$ cat src/rtl/axi_transmit.sv
// axi_transmit: serializes one DATA_WIDTH word per handshake into BUS_WIDTH
// packets, least-significant chunk first, with valid/ready flow control.
// Memory IDs can optionally be turned into absolute bus addresses at accept.

`ifndef ABS_ID_CEILING
`define ABS_ID_CEILING 1000
`endif
`ifndef ID2ADDR
`define ID2ADDR(id) (64'h1000 + (64'(id) << 3))
`endif

module axi_transmit #(
  parameter int BUS_WIDTH  = 32,
  parameter int DATA_WIDTH = 16
) (
  input  logic                  clk,
  input  logic                  rst,
  input  logic                  is_addr,
  input  logic [DATA_WIDTH-1:0] data_in,
  input  logic                  valid_in,
  output logic                  ready_out,
  output logic [BUS_WIDTH-1:0]  packet,
  output logic                  valid_pack,
  input  logic                  pack_ready,
  output logic                  done
);

  // state | meaning
  // IDLE  | no word in flight, ready for a new word, packet bus driven to zero
  // SEND  | presenting shift_reg low chunk as a valid packet

  localparam int RAW_PACKS = (DATA_WIDTH + BUS_WIDTH - 1) / BUS_WIDTH;
  localparam int NUM_PACKS = (RAW_PACKS < 1) ? 1 : RAW_PACKS;
  localparam int SR_WIDTH  = NUM_PACKS * BUS_WIDTH;
  localparam int IDX_WIDTH = $clog2(NUM_PACKS) + 1;

  typedef enum logic {
    IDLE = 1'b0,
    SEND = 1'b1
  } state_t;

  state_t                 state;
  logic [SR_WIDTH-1:0]    shift_reg;
  logic [IDX_WIDTH-1:0]   pack_idx;
  logic [DATA_WIDTH-1:0]  word;
  logic [DATA_WIDTH-1:0]  addr_word;
  logic [63:0]            id_clamped;
  logic                   pack_fire;
  logic                   last_pack;
  logic                   accept;

  // Word to load: either the raw data or its clamped ID-to-address translation.
  always_comb begin
    id_clamped = 64'(data_in);
    if (id_clamped > 64'(`ABS_ID_CEILING)) begin
      id_clamped = 64'(`ABS_ID_CEILING);
    end
    addr_word = DATA_WIDTH'(`ID2ADDR(id_clamped));
    word      = is_addr ? addr_word : data_in;
  end

  // A new word may overlap the final packet handshake, so ready_out looks at
  // pack_ready combinationally to keep back-to-back words gap-free.
  assign pack_fire = (state == SEND) && pack_ready;
  assign last_pack = (pack_idx == IDX_WIDTH'(NUM_PACKS - 1));
  assign ready_out = (state == IDLE) || (pack_fire && last_pack);
  assign accept    = valid_in && ready_out;

  // Shift register is zero once every chunk has gone out, so the packet bus
  // reads zero while idle without extra muxing.
  assign packet = shift_reg[BUS_WIDTH-1:0];

  // Transmit FSM: load on accept, shift on each packet handshake, pulse done.
  always_ff @(posedge clk) begin
    if (rst) begin
      state      <= IDLE;
      valid_pack <= 1'b0;
      shift_reg  <= '0;
      pack_idx   <= '0;
      done       <= 1'b0;
    end else begin
      done <= pack_fire && last_pack;
      if (accept) begin
        shift_reg  <= SR_WIDTH'(word);
        pack_idx   <= '0;
        state      <= SEND;
        valid_pack <= 1'b1;
      end else if (pack_fire) begin
        shift_reg <= shift_reg >> BUS_WIDTH;
        if (last_pack) begin
          state      <= IDLE;
          valid_pack <= 1'b0;
          pack_idx   <= '0;
        end else begin
          pack_idx <= pack_idx + IDX_WIDTH'(1);
        end
      end
    end
  end

endmodule

$ cat config.mk
export PLATFORM = sky130hd
export DESIGN_NAME = axi_transmit
export DESIGN_NICKNAME = d
export VERILOG_FILES = /design/src/rtl/axi_transmit.sv
export SDC_FILE = /design/constraint.sdc
export NUM_CORES = 1
export LEC_CHECK = 0
export CORE_MARGIN = 4
export CORE_UTILIZATION = 37
export DETAILED_ROUTE_END_ITERATION = 7
export MAX_ROUTING_LAYER = met4
export PLACE_DENSITY_LB_ADDON = 0.1
export SYNTH_ARGS = -nofsm -noshare
export SYNTH_HDL_FRONTEND = slang
export SYNTH_SLANG_ARGS = --single-unit
$ cat constraint.sdc
create_clock -name clk -period 1.8 [get_ports clk]
set_input_delay 0.36 -clock clk [delete_from_list [all_inputs] [get_ports clk]]
set_output_delay 0.36 -clock clk [all_outputs]
set_load 0.03 [all_outputs]
After elaboration in Yosys (flattened, before gate mapping)
Cells that the tools add are included.

storage, ports and cells
  flip-flop bits (word level) = 19
  bits of input ports = 21
  output and inout port bits = 35
  word-level logic and storage cells = 25

operators by class
  add/subtract/negate cells = 2
  order comparisons = 1
  eq/ne operators = 1
  mux-type cells = 8
  bitwise operators = 2
  reduce and logical (&&, ||, !) cells = 7

operator list
  cell                                                                    count
  16-bit 2-to-1 mux                                                       3
  13-bit by 16-bit adder with 16-bit output, first input constant         1
  16-bit by 10-bit > comparator with 1-bit output, second input constant  1
  13-bit 2-to-1 mux                                                       1
  1-bit 2-to-1 mux                                                        4
  1-bit logical AND                                                       3
  2-bit by 1-bit != test with 1-bit output, second input constant         1
  1-bit inverter                                                          2
  2-bit AND reduction                                                     1
  2-bit nonzero test                                                      1
  2-bit OR reduction                                                      1
  1-bit adder, second input constant                                      1
  1-bit logical OR                                                        1

Longest topological paths before layout
Gate-level depths: netlist of the first run.

  word-level depth = 6
  mapped depth = 6
  gate-level depth less buffers = 6

Worst setup path after synthesis of the first run
Ideal clock, no wire load.

  path kind = in2reg
  start point = input data_in[15]
  end point = register shift_reg[13], in the netlist packet[13]
  setup time = 0.128 ns
  data arrival time = 1.377 ns
  data required time = 1.672 ns
  path slack = 0.296 ns
  stages = 6
  buffers on the path = 0
  cells stage by stage = nor4_4 > nand3b_1 > ha_1 > mux2i_1 > a2bb2oi_1 > nor2_1

on the way
  word-level cells in the longest chain between the ends = 5

ends and longest elaborated chain
  element                                                     line  source
  from (decl)                                                 19    input logic [DATA_WIDTH-1:0] data_in,
  16-bit by 10-bit > comparator with 1-bit output             55    if (id_clamped > 64'(`ABS_ID_CEILING)) begin
  13-bit 2-to-1 mux                                           55
  13-bit by 16-bit adder with 16-bit output (no source line)  n/a
  16-bit 2-to-1 mux                                           59    word = is_addr ? addr_word : data_in;
  16-bit 2-to-1 mux                                           83    if (accept) begin
  to (signal assigned)                                        84    shift_reg <= SR_WIDTH'(word);
  to (signal assigned)                                        89    shift_reg <= shift_reg >> BUS_WIDTH;
  to (decl)                                                   43    logic [SR_WIDTH-1:0] shift_reg;

Every way passes these cells.
A chain may end at the register's enable or synchronous reset.

==> flow_summary.toml, run 1 <==
[clock_network]
clock_latency_ns = 0.29
cts_tree = "done"
root_buffer = "clkbuf_4"
path_clk_slew_ns = 0.10
cts_resized = 0
postCtsSetupBuffers = 0
numCtsBuffers = 3
cts.sinks = 18
h-tree-depth = 1
ctsHoldBuffers = 0
clk_path_buf_depth = 2

[worst_setup_path]
crit_family = "buffers and inverters"
ff2ff_setup_slack_ns = 0.36
critPathKind = "flip-flop to output pin"
crit_required_ns = 1.44
worst_setup_path_end_kind = "output pin"
cp-start-kind = "flip-flop"
crit_path_top_delay_cell = "clkdlybuf4s50_1"
critPathBufInv = 1
rr_startpoint = "state"
worstSetupStartpoint = "state"
cp_max_fo = 4
ff2ff_path_depth = 4
r2r_end = "packet[7]"
arrival_ns = 1.34
max_stage_delay_ns = 0.68
cp_cell_sequence = "clkdlybuf4s50_1"

[final_layout]
mostFrequentLayoutCell = "clkdlybuf4s50_1"
multi_input_area_um2 = 509.2
most-common-layout-cells = "clkdlybuf4s50_1 (38), buf_4 (19), dfxtp_1 (18), conb_1 (17), nor2_1 (13)"
seqCellArea_um2 = 360.3
area_growth_pct = 52.36
drive_above_1_share_pct = 18.06
num_antenna_cells = 0
num-fill-cells = 234
nNetsFinal = 179

[floorplan]
rows = 18
core_mm2 = 0.002477
ios = 56
dieArea_mm2 = 0.003461
start_util_pct = 38.59
die_w_um = 58.83
die_y_um = 58.83

[place]
place.gp.congestion = 0.8232
numPortBuffers = 39
place.detailed.hpwl_um = 2055

[sta]
worst_slew_pin_slew_ns = 0.6108
final.setup.tns_ns = 0
period_needed_ns = 1.702
max_freq_mhz = 587.6
setup_violations = 0
rsz0062_at_grt = "false"
fin_crit_sh_pct = 94.55
fin_hold_ws_ns = 0.4663
finClkSkew_ns = 0.0009465
finalHoldViolCount = 0
final-max-slew-violation-count = 0
max_slew_margin_pct = 59.10

[hold_path]
min_path_type = "flip-flop to flip-flop"
whs_endpoint = "done"
hp-start = "state"
whs_path_depth = 2

[detailed_routing]
route.detailed.drc = 0
drt-total-wl_um = 2464
firstDrtPassIters = 4
wl_per_cell_um = 13.32
via_per_inst = 4.762
num_vias = 881
drtAntennaViolNets = 0
drtIter0Drc = 26

[yosys]
synth_compound_area_share_pct = 24.48
yosysSeqAreaShare_pct = 37.70
synth_simple_gate_area_share_pct = 18.72
synthesis.area_um2 = 955.9
synth-seq-cells = 18
synth_top_family_by_area = "compound AO/OA/AOI/OAI gates"
yosys.area.top_type_share_pct = 37.70
yosys.area.top_type = "dfxtp_1"
synthAdderAreaFrac_pct = 1.309
yosys_warnings = 0
avgSynthCellArea_um2 = 9.754
synth_area_leaders = "dfxtp_1 (38%), buf_4 (13%), a22oi_1 (7.1%), nor2_1 (5.1%), o2bb2ai_1 (4.6%)"
yosysUniqueCellTypes = 29
synthMuxAreaShare_pct = 2.094
synth-xor-area-share_pct = 0
synthCells = 98

[global_routing]
antenna_found_initial = 0
overflow = 0
grt_pass1_vias = 873
grt_max_degree = 10
grt_pass1_wl_um = 3953
grt.total_usage_pct = 15.21

[run]
drv_cap = 0

[pwr]
p_per_area_mw_per_mm2 = 638.9
peakVddDrop_mv = 0.4297
p_leak_nw = 0.5926
power_w = 0.0009304

[outcome]
status = "finished clean"
==> cell type report <==
type | count | share of cell area (%)
inverter | 1 | 0.2577
timing repair buffer | 57 | 35.91
multi-input combinational | 76 | 34.97
sequential | 18 | 24.74
clock buffer | 3 | 1.546
tap | 30 | 2.577
==> cells in the mapped netlist <==
cell type / instances
nor3b_1: 1
dfxtp_1: 18
a211oi_1: 1
a21o_1: 3
o221a_1: 3
conb_1: 1
nor2b_4: 1
nor2_1: 13
and2b_1: 1
nor4_4: 1
nor3b_2: 1
nand3_1: 1
o21ai_0: 3
nor4b_1: 1
nand2_1: 3
buf_4: 17
a2bb2oi_1: 2
ha_1: 1
buf_6: 1
o2bb2ai_1: 5
nand3b_1: 2
nor3_2: 1
clkbuf_1: 1
o32ai_1: 2
nand3_4: 1
mux2i_1: 2
inv_2: 1
a22oi_1: 9
o41ai_1: 1
==> power by group <==
| part | switching (W) | internal (W) |
|---|---|---|
| Combinational | 0.000167 | 0.000133 |
| Clock | 0.000121 | 0.0000777 |
| Sequential | 0.0000113 | 0.000420 |
==> worst max-delay path by stage <==
stage / slack [ns] / cells past startpoint / endpoint
2_1_floorplan: 0.30 / 6 / packet[13]
3_3_place_gp: -0.14 / 7 / packet[13]
3_5_place_dp: -0.22 / 7 / packet[13]
4_1_cts: 0.08 / 1 / valid_pack
5_1_grt: 0.01 / 7 / packet[13]
6_report: 0.1 / 1 / valid_pack
==> through the flow <==
stage / util, % / setup WS (ns) / instance area (um2) / instances
finish: 58.79 / 0.09807 / 1456 / 185
global route: 58.79 / 0.01139 / 1456 / 185
CTS: 58.79 / 0.08182 / 1456 / 185
detailed placement: 57.88 / -0.2243 / 1434 / 182
global placement: 57.88 / -0.1420 / 1434 / 182
floorplan: - / 0.2957 / 1016 / 114
==> flip-flops by register name, summed over array words and instances, names as in the netlist <==
name and flops:
packet 16, state 1, done 1
==> metal layers <==
| metal | global-route usage [%] | vias up | part of all wire [%] |
|---|---|---|---|
| li1 | - | 444 | - |
| met1 | 19.22 | 393 | 43 |
| met2 | 23.82 | 42 | 48 |
| met3 | 3.070 | 2 | 8.9 |
| met4 | 5.825 | 0 | 0.77 |
| met5 | - | - | 0 |
==> cells by family (layout without fill, tap and decap cells) <==
kind of cell | count (synthesis) | after routing
compound gates | 29 | 29
simple gates | 27 | 27
buf+inv | 20 | 61
flops | 18 | 18
mux | 2 | 2
fa+ha+maj | 1 | 1
other cells | 1 | 17
No activity file was read; power rests on OpenSTA's default activity.
==> run 2: changes to the inputs <==
- CORE_MARGIN: 4 -> 3
==> flow_summary.toml, run 2 (synthesized netlist as in run 1, its figures left out) <==
[final_layout]
num_antenna_cells = 0
mostFrequentLayoutCell = "clkdlybuf4s50_1"
area_growth_pct = 55.37
num-fill-cells = 213
seqCellArea_um2 = 360.3
finalInstanceArea_mm2 = 0.001485
largest_reg_flops = 16
fin_cells = 186
final_util_pct = 63.48
nNetsFinal = 181
multi_input_area_um2 = 509.2
most-common-layout-cells = "clkdlybuf4s50_1 (37), buf_4 (21), dfxtp_1 (18), conb_1 (17), nor2_1 (13)"
drive_above_1_share_pct = 19.62

[global_routing]
grt_max_degree = 12
grt.total_usage_pct = 17.02
grt_pass1_vias = 901
overflow = 0
grt_pass1_wl_um = 4236
antenna_found_initial = 0

[pwr]
power_w = 0.0009917
p_leak_nw = 0.6233
peakVddDrop_mv = 0.6435
p_per_area_mw_per_mm2 = 667.8

[outcome]
status = "finished clean"

[worst_setup_path]
critPathBufInv = 1
crit_required_ns = 2.01
arrival_ns = 1.92
worst_setup_path_end_kind = "flip-flop"
max_stage_delay_ns = 0.46
cp-start-kind = "primary input"
crit_path_top_delay_cell = "clkdlybuf4s50_1"
critPathKind = "primary input to flip-flop"
crit_family = "simple AND/OR/NAND/NOR gates"
cp_cell_sequence = "clkdlybuf4s50_1, nor4_4, nand3b_1, ha_1, mux2i_1, a2bb2oi_1, nor2_1"
cp_max_fo = 2

[floorplan]
die_w_um = 56.83
core_mm2 = 0.002340
dieArea_mm2 = 0.003230
ios = 56
die_y_um = 56.83
rows = 17
start_util_pct = 40.86

[sta]
setup_violations = 0
final-max-slew-violation-count = 0
rsz0062_at_grt = "false"
finClkSkew_ns = 0.007599
max_freq_mhz = 582.6
fin_hold_ws_ns = 0.4568
fin_crit_sh_pct = 95.35
finalHoldViolCount = 0
period_needed_ns = 1.716

[place]
place.gp.congestion = 0.7669
place_area_mm2 = 0.001446
place.detailed.hpwl_um = 2065
placed_cells = 182
numPortBuffers = 39

[detailed_routing]
firstDrtPassIters = 4
via_per_inst = 4.817
num_vias = 896
route.detailed.drc = 0
drt-total-wl_um = 2562
drtAntennaViolNets = 0
drtIter0Drc = 19
wl_per_cell_um = 13.77

[clock_network]
clock_latency_ns = 0.30
cts.sinks = 18
postCtsSetupBuffers = 0
root_buffer = "clkbuf_4"
h-tree-depth = 1
ctsHoldBuffers = 0
cts_tree = "done"
path_clk_slew_ns = 0.11
numCtsBuffers = 3
clk_path_buf_depth = 2

[hold_path]
min_path_type = "flip-flop to flip-flop"

[run]
drv_cap = 0
[run 2: per-layer routing]
layer  vias up  routed length, um  part of all wire, %  global-route usage (%)
li1        452                  -                    -                       -
met1       396               1156                   45                   21.56
met5         -                  0                    0                       -
met3         3                215                  8.4                   5.977
met4         0                 11                 0.43                   1.987
met2        45               1179                   46                   27.06
[run 2: where the power goes]
part           switching, W  internal (W)
sequential        0.0000113      0.000420
combinational      0.000170      0.000135
clock              0.000132      0.000123
[run 2: final timing paths]
path          startpoint          to  slack [ns]  cells past startpoint
max reg2reg        state   packet[7]        0.45                      6
min reg2reg        state        done        0.46                      2
min                state        done        0.46                      2
max          data_in[15]  packet[13]        0.08                      7
[run 2: metrics by stage]
step	setup WS [ns]	TNS, ns
floorplan	0.2957	0
global route	0.01343	0
finish	0.08366	0
CTS	0.04251	0
global placement	-0.1426	-0.6970
detailed placement	-0.2502	-1.064
[run 2: worst min-delay path: cells and delay by family, from the launching register on]
kind / cells / cell delay (ns)
DFF: 1 / 0.34
and+or+nand+nor: 2 / 0.09
[run 2: repair_timing]
| action | 4_1_cts | 5_1_grt |
|---|---|---|
| hold endpoints to repair | 0 | 0 |
| resized for setup | 0 | 1 |
| setup endpoints to repair | 0 | 1 |
[run 2: cell type report]
cell class                 count  area share (%)
multi-input combinational     76           34.29
sequential                    18           24.26
clock buffer                   4           2.443
tap                           28           2.359
timing repair buffer          59           36.39
inverter                       1          0.2527
==> run 3: changes to the inputs <==
- CORE_UTILIZATION: 37 -> 40
- clock period: 1.8 -> 2.2 ns (I/O delays scaled with it)
==> flow_summary.toml, run 3 (synthesized netlist as in run 1, its figures left out) <==
[outcome]
status = "finished clean"

[sta]
fin_crit_sh_pct = 82.23
setup_violations = 0
final-max-slew-violation-count = 0
period_needed_ns = 1.809
rsz0062_at_grt = "false"
max_freq_mhz = 552.8
fin_ws_ns = 0.3909
finClkSkew_ns = 0.002357
finalHoldViolCount = 0
final.setup.tns_ns = 0

[detailed_routing]
met1Wirelength_um = 951
drtAntennaViolNets = 0
firstDrtPassIters = 4
drt-total-wl_um = 2245
wl_per_cell_um = 13.05
route.detailed.drc = 0
topRoutingLayerUsed = "met4"
wl_met2_um = 1098
num_vias = 856
routed-wl-met3_um = 156
via_per_inst = 4.977
drtIter0Drc = 14

[clock_network]
postCtsSetupBuffers = 0
ctsHoldBuffers = 0
clk_path_buf_depth = 2
clock_latency_ns = 0.29
cts_resized = 0
h-tree-depth = 1
cts.sinks = 18
path_clk_slew_ns = 0.10
root_buffer = "clkbuf_4"
numCtsBuffers = 3
cts_tree = "done"

[final_layout]
largest_reg_flops = 16
finalInstanceArea_mm2 = 0.001378
num_antenna_cells = 0
area_growth_pct = 44.11
fin_cells = 172
final_util_pct = 61.68
most-common-layout-cells = "clkdlybuf4s50_1 (38), dfxtp_1 (18), conb_1 (17), nor2_1 (13), a22oi_1 (9)"
drive_above_1_share_pct = 11.81
nNetsFinal = 167
mostFrequentLayoutCell = "clkdlybuf4s50_1"

[global_routing]
antenna_found_initial = 0
grt_pass1_vias = 850
grt.total_usage_pct = 17.90
grt_max_degree = 11
grt_pass1_wl_um = 3732
overflow = 0

[hold_path]
whs_path_depth = 1
min_path_type = "flip-flop to flip-flop"
hp-start = "packet[9]"
whs_endpoint = "packet[9]"

[place]
placed_cells = 168
place_area_mm2 = 0.001341
pre_cts_slack_ns = 0.06786
numPortBuffers = 39
place.detailed.hpwl_um = 1829
place.gp.congestion = 0.7648

[worst_setup_path]
critPathKind = "primary input to flip-flop"
rr_startpoint = "state"
worst_setup_path_end_kind = "flip-flop"
max_stage_delay_ns = 0.46
cp_max_fo = 2
arrival_ns = 1.99
crit_required_ns = 2.38
r2r_end = "packet[10]"
cp_cell_sequence = "clkdlybuf4s50_1, nor4_4, nand3b_1, ha_1, mux2i_1, a2bb2oi_1, nor2_1"
crit_path_top_delay_cell = "clkdlybuf4s50_1"
ff2ff_setup_slack_ns = 0.89
ff2ff_path_depth = 4
cp-start-kind = "primary input"

[pwr]
peakVddDrop_mv = 0.3962
p_per_area_mw_per_mm2 = 570.3
p_leak_nw = 0.5423

[floorplan]
dieArea_mm2 = 0.003012
die_w_um = 54.89
ios = 56
core_mm2 = 0.002233
rows = 17
die_y_um = 54.89
start_util_pct = 42.80

[run]
drv_cap = 0
run 3: changes by cell type in the layout (fill, tap and decap cells not counted), sizes merged:
cell,previous run,this run
buf,21,7
clkdlybuf4s50,37,38
dlymetal6s2s,1,0
run 3: how the worst max path moves through the flow:
| stage | startpoint | end |
|---|---|---|
| 2_1_floorplan | data_in[15] | packet[13] |
| 3_3_place_gp | data_in[15] | packet[13] |
| 3_5_place_dp | data_in[15] | packet[13] |
| 4_1_cts | state | valid_pack |
| 5_1_grt | data_in[14] | packet[13] |
| 6_report | data_in[15] | packet[13] |
run 3: final cells by class:
type / count / area (um2)
Tap cell: 28 / 35.03
Clock buffer: 4 / 36.28
Fill cell: 214 / 855.8
Timing Repair Buffer: 45 / 432.9
Sequential cell: 18 / 360.3
Multi-Input combinational cell: 76 / 509.2
Inverter: 1 / 3.754
run 3: critical path: cells and delay by family:
| family | cells | cell delay (ns) |
|---|---|---|
| adder cells (fa/ha/maj) | 1 | 0.29 |
| AO/OA/AOI/OAI | 1 | 0.18 |
| AND/OR/NAND/NOR | 3 | 0.49 |
| buffers and inverters | 1 | 0.46 |
| multiplexers | 1 | 0.14 |
run 3: metal layers:
metal	global-route usage, %	vias up
met1	20.49	398
met4	8.714	0
met3	4.360	4
li1	-	420
met5	-	-
met2	28.94	34
run 3: stage by stage:
stage | total power [W] | hold WS (ns)
2_1_floorplan | 0.0005108 | 0.5277
3_3_place_gp | 0.0005871 | 0.4356
3_5_place_dp | 0.0005881 | 0.4378
4_1_cts | 0.0007937 | 0.4626
5_1_grt | 0.0008360 | 0.4764
6_report | 0.0007856 | 0.4598
run 3: power by group:
part           switching (W)  internal, W  leakage [nW]
clock network       0.000103     0.000101        0.0210
registers         0.00000896     0.000343         0.148
logic               0.000133    0.0000961         0.374
